## src/rtl/fp32_pkg.sv

```systemverilog
// Shared float32 field constants and ordering helpers used by the float pipeline stages.
package fp32_pkg;

    localparam int unsigned SIGN_BIT = 31;
    localparam int unsigned EXP_MSB  = 30;
    localparam int unsigned EXP_LSB  = 23;
    localparam int unsigned MANT_MSB = 22;

    localparam logic [7:0] EXP_ALL_ONES = 8'hFF;

    function automatic logic fp32_is_nan(input logic [31:0] x);
        return (x[EXP_MSB:EXP_LSB] == EXP_ALL_ONES) && (x[MANT_MSB:0] != '0);
    endfunction

    // Unsigned compare of these keys gives total float order, with +0 above -0.
    function automatic logic [31:0] fp32_order_key(input logic [31:0] x);
        return x[SIGN_BIT] ? ~x : {1'b1, x[EXP_MSB:0]};
    endfunction

endpackage

```

## src/rtl/fp32_gt.sv

```systemverilog
// Combinational float32 strict greater-than; NaN ranks below every non-NaN value.
module fp32_gt
    import fp32_pkg::*;
(
    input  logic [31:0] a,
    input  logic [31:0] b,
    output logic        a_gt_b,
    output logic        a_is_nan
);

    logic b_is_nan;

    always_comb begin
        a_is_nan = fp32_is_nan(a);
        b_is_nan = fp32_is_nan(b);
        if (a_is_nan) begin
            a_gt_b = 1'b0;
        end else if (b_is_nan) begin
            a_gt_b = 1'b1;
        end else begin
            a_gt_b = fp32_order_key(a) > fp32_order_key(b);
        end
    end

endmodule

```

## src/rtl/sigmoid_argmax.sv

```systemverilog
// Frames NUM_CLASSES sigmoid outputs and reports the argmax, its value and a threshold flag.
module sigmoid_argmax
    import fp32_pkg::*;
#(
    parameter int unsigned NUM_CLASSES = 4,
    parameter int unsigned IDX_W       = $clog2(NUM_CLASSES),
    parameter logic [31:0] THRESHOLD   = 32'h3F000000
) (
    input  logic             clk,
    input  logic             resetn,
    input  logic             clear,
    input  logic             valid_in,
    input  logic [31:0]      f_x_in,
    output logic [IDX_W-1:0] class_idx,
    output logic [31:0]      max_val,
    output logic             above_thr,
    output logic             valid_out,
    output logic             busy
);

    typedef enum logic {IDLE, ACC} state_t;

    localparam logic [IDX_W-1:0] LAST_IDX = IDX_W'(NUM_CLASSES - 1);

    state_t           state;
    logic [IDX_W-1:0] cnt;
    logic [IDX_W-1:0] best_idx;
    logic [31:0]      best_val;

    logic             take;
    logic             in_nan;
    logic [31:0]      fin_val;
    logic [IDX_W-1:0] fin_idx;
    logic             fin_nan;
    logic             fin_above;

    fp32_gt u_gt (
        .a        (f_x_in),
        .b        (best_val),
        .a_gt_b   (take),
        .a_is_nan (in_nan)
    );

    // Running best including the current sample; used both to update and to finish a frame.
    always_comb begin
        fin_val   = take ? f_x_in : best_val;
        fin_idx   = take ? cnt : best_idx;
        fin_nan   = take ? in_nan : fp32_is_nan(best_val);
        fin_above = !fin_nan && (fp32_order_key(fin_val) >= fp32_order_key(THRESHOLD));
    end

    always_ff @(posedge clk or negedge resetn) begin
        if (!resetn) begin
            state     <= IDLE;
            cnt       <= '0;
            best_idx  <= '0;
            best_val  <= '0;
            class_idx <= '0;
            max_val   <= '0;
            above_thr <= 1'b0;
            valid_out <= 1'b0;
        end else begin
            valid_out <= 1'b0;
            if (clear) begin
                state <= IDLE;
                cnt   <= '0;
            end else begin
                case (state)
                    IDLE: begin
                        if (valid_in) begin
                            best_val <= f_x_in;
                            best_idx <= '0;
                            cnt      <= IDX_W'(1);
                            state    <= ACC;
                        end
                    end
                    ACC: begin
                        if (valid_in) begin
                            best_val <= fin_val;
                            best_idx <= fin_idx;
                            if (cnt == LAST_IDX) begin
                                state     <= IDLE;
                                cnt       <= '0;
                                class_idx <= fin_idx;
                                max_val   <= fin_val;
                                above_thr <= fin_above;
                                valid_out <= 1'b1;
                            end else begin
                                cnt <= cnt + IDX_W'(1);
                            end
                        end
                    end
                    default: begin
                        state <= IDLE;
                        cnt   <= '0;
                    end
                endcase
            end
        end
    end

    assign busy = (state == ACC);

endmodule

```

## config.mk

```make
export PLATFORM = sky130hd
export DESIGN_NAME = sigmoid_argmax
export DESIGN_NICKNAME = d
export VERILOG_FILES = /design/src/rtl/fp32_pkg.sv /design/src/rtl/fp32_gt.sv /design/src/rtl/sigmoid_argmax.sv
export SDC_FILE = /design/constraint.sdc
export NUM_CORES = 1
export LEC_CHECK = 0
export CAP_MARGIN = 20
export CORE_ASPECT_RATIO = 2
export CORE_MARGIN = 5
export CORE_UTILIZATION = 40
export CTS_CLUSTER_SIZE = 12
export DETAILED_ROUTE_END_ITERATION = 8
export PLACE_DENSITY = 0.73
export SYNTH_ARGS = -nofsm -noshare
export SYNTH_HDL_FRONTEND = slang
export SYNTH_SLANG_ARGS = --single-unit
```

## constraint.sdc

```tcl
create_clock -name clk -period 2.8 [get_ports clk]
set_input_delay 0.56 -clock clk [delete_from_list [all_inputs] [get_ports clk]]
set_output_delay 0.56 -clock clk [all_outputs]
set_load 0.005 [all_outputs]
```

==> metrics.txt <==
hold slack ~0.24 ns; status complete, but fails checks; Unique masters post-synth 39; CTS Hold Bufs 0; CTS tree yes; leakage 2.99 nW; Crit-path slowest cell dfrtp_2; setup slack after layout -0.325 ns; first-pass GRT wire length 20200 um; final setup fails 69; root buffer cell clkbuf_16; largest net degree at the start of global routing 48; CP Class flip-flop to flip-flop; crit share post-route 112%; Routed Antenna Nets 0; CP max stage delay 0.47 ns; Bufs on Longest Clock Path 2; post-DP HPWL 8930 um; # IOs 73; power density over the cells 795 nW/um^2; Synth Instances 431; register area share after synthesis 40.8%; top cell family by delay on the critical path buffers and inverters; area leader, netlist dfrtp_1; r2r worst-path depth 12; Setup Skew approximately 0.0034 ns; Worst Hold Class input pin to asynchronous set/reset pin; Critical Path Source Type flip-flop; Tightest Pin Transition 0.636 ns; Clk Latency, worst-skew pair 0.34 ns; Wirelength per Cell 18.8 um; clk slew on worst S/H paths 0.06 ns; final instance area 6620 um^2; vias in the first global route 4168; synth warn 0; final-layout fill cell count 886; Yosys top cell area share between 40% and 50%; Placer Congestion 0.890; Initial Util 40.9%; Vias/cell around 5.4; WP buf/inv 4; crit-path cells buf_12, xnor2_2, ha_1, nand4_1, buf_4, nor4_4, o41a_1, o21ai_4, a21oi_4, buf_4, buf_6, mux2_1; worst vdd ir 443 uV; Worst setup EP type flip-flop; worst-path maximum fanout 8; final hold violation count 0; failing checks setup timing; via count between 3000 and 4000; std cell rows between 50 and 60; area grow syn2layout 47.9%; IO Port Bufs 72; Die Wd 84.8 um; most frequent CP cell buf_4; Slew Viols, Final 0; area of the mapped netlist around 4500 um^2; setup slack at placement -0.768 ns; Syn Area/Cell just over 10 um^2; register bit total from synthesis 73; core area 10900 um^2; RSZ-0062 raised after global routing true; WP data required around 3.0 ns; DR DRC count 0; max frequency 320 MHz; share of cells above drive strength 1 24.8%; crit path time final 3.12 ns; TritonCTS buffer count 9; total grt overflow 0; htree depth 3; Pre-antenna DRT Iters 4; Worst path depth 12; syn nets 500; Die ar. 13500 um^2; setup TNS -16.64 ns; initial antenna violation count 0; GRT Util Overall 18.8%; critical path arrival between 3 and 4 ns; maxcap violations 0; worst rel slew slack 57.6%; ranking of synthesized cells by area dfrtp_1, ha_1, mux2i_1; Clock Sinks 73; dpl cell area 5810 um^2; Diodes inserted 0; nets about 630; height of the die 160 um; 1st-iter DRT viols about 190; WL final approximately 13000 um
-- metal layers --
| layer | up-vias | GRT usage, % | share of wire (%) |
|---|---|---|---|
| li1 | 1812 | - | - |
| met1 | 1860 | 18.8 | 35 |
| met2 | 125 | 34.5 | 54 |
| met3 | 55 | 2.99 | 3.7 |
| met4 | 0 | 13.0 | 7.4 |
| met5 | - | 0 | 0 |
-- report_power, final --
part	switching (mW)	total [mW]	internal (mW)
clock	0.440	1.20	0.762
combinational	1.17	2.61	1.44
sequential	0.224	1.45	1.22
-- kinds of logic (layout without fill, tap and decap cells) --
| kind of cell | count (synthesis) | count (layout) | synth area share (%) |
|---|---|---|---|
| AND/OR/NAND/NOR | 101 | 101 | 10.6 |
| adder cells (fa/ha/maj) | 33 | 33 | 9.22 |
| AO/OA/AOI/OAI | 69 | 69 | 9.00 |
| buffers and inverters | 27 | 165 | 2.57 |
| XOR/XNOR | 62 | 62 | 12.1 |
| flip-flops | 73 | 73 | 40.8 |
| multiplexers | 66 | 66 | 15.7 |
-- worst paths after layout --
check | startpoint | endpoint | slack (ns)
max in group asynchronous | resetn | best_val[31] | 1.87
worst min register to register | max_val[10] | max_val[10] | 0.48
worst max register to register | best_val[31] | best_val[17] | -0.32
min in group clk | max_val[10] | max_val[10] | 0.48
worst max-delay path | best_val[31] | best_val[17] | -0.32
worst min-delay path | resetn | max_val[26] | 0.24
-- layout make-up --
class	count	area (um^2)	area share, %
clock inverters	2	35.0	0.529
flip-flops and latches	73	1830	27.6
repair buffers	146	1500	22.6
multi-input cells	331	2800	42.3
inverters	3	11.3	0.170
well taps	140	175	2.65
clock buffers	14	274	4.14
-- worst reg2reg max path, cell delays in order (launching register included) --
cell and delay [ns]:
dfrtp_2 0.47, buf_12 0.18, xnor2_2 0.13, ha_1 0.30, nand4_1 0.19, buf_4 0.22
nor4_4 0.29, o41a_1 0.26, o21ai_4 0.11, a21oi_4 0.21, buf_4 0.15, buf_6 0.14
mux2_1 0.35
-- per-stage QoR --
step                util (%)  instances  total power [mW]
CTS                     57.7        700              4.88
floorplan                  -        431              2.76
detailed placement      53.1        673              3.41
global route            60.5        709              5.55
finish                  60.5        709              5.26
global placement        53.1        673              3.34
-- cell usage after synthesis --
cell       instances
dfrtp_1           73
nand2_1           49
o21ai_0           39
mux2i_1           34
ha_1              33
xnor2_1           31
xor2_1            31
mux2_1            30
nor4_1            14
a21oi_1           13
nand4_1           12
clkbuf_1          11
nor2_1             9
nand3_1            8
buf_1              6
buf_2              5
inv_1              3
nor3_1             3
buf_4              2
mux2_2             2
nand2b_1           2
o2111ai_1          2
o211ai_1           2
or3_1              2
a2111oi_0          1
a211oi_1           1
a21boi_0           1
a21oi_2            1
a221o_1            1
a221oi_1           1
a31oi_1            1
nand4b_1           1
nor2b_1            1
o2111a_1           1
o21a_1             1
o21ai_1            1
o21ai_2            1
o2bb2ai_1          1
o41a_1             1
-- state kept, by name (all words and copies together), names as in the netlist --
| signal | count |
|---|---|
| cnt | 2 |
| valid_out | 1 |
| class_idx | 2 |
| best_val | 32 |
| above_thr | 1 |
| max_val | 32 |
| best_idx | 2 |
| busy | 1 |
-- layout by cell type, fill, tap and decap left out, types with 2 or more instances in the layout --
cell	count
a21oi_1	7
a21oi_2	6
buf_12	9
buf_16	2
buf_2	2
buf_4	53
buf_6	6
clkbuf_1	2
clkbuf_16	13
clkbuf_8	3
clkdlybuf4s50_1	45
dfrtp_1	72
dlygate4sd2_1	20
dlymetal6s2s_1	5
ha_1	33
inv_1	3
mux2_1	12
mux2_4	19
mux2i_1	26
mux2i_2	5
mux2i_4	3
nand2_1	49
nand2b_1	2
nand3_1	8
nand4_1	12
nor2_1	9
nor3_1	2
nor4_1	9
nor4_2	4
o211ai_1	2
o21ai_0	29
o21ai_1	10
or3_1	2
xnor2_1	27
xnor2_2	4
xor2_1	31
-- timing repair --
item / in CTS / in global routing
pin swaps: 15 / 13
gates resized for setup: 47 / 40
gates cloned: 2 / 4
endpoints found under the setup margin: 69 / 69
setup buffers: 9 / 6
No activity file was read; power rests on OpenSTA's default activity.
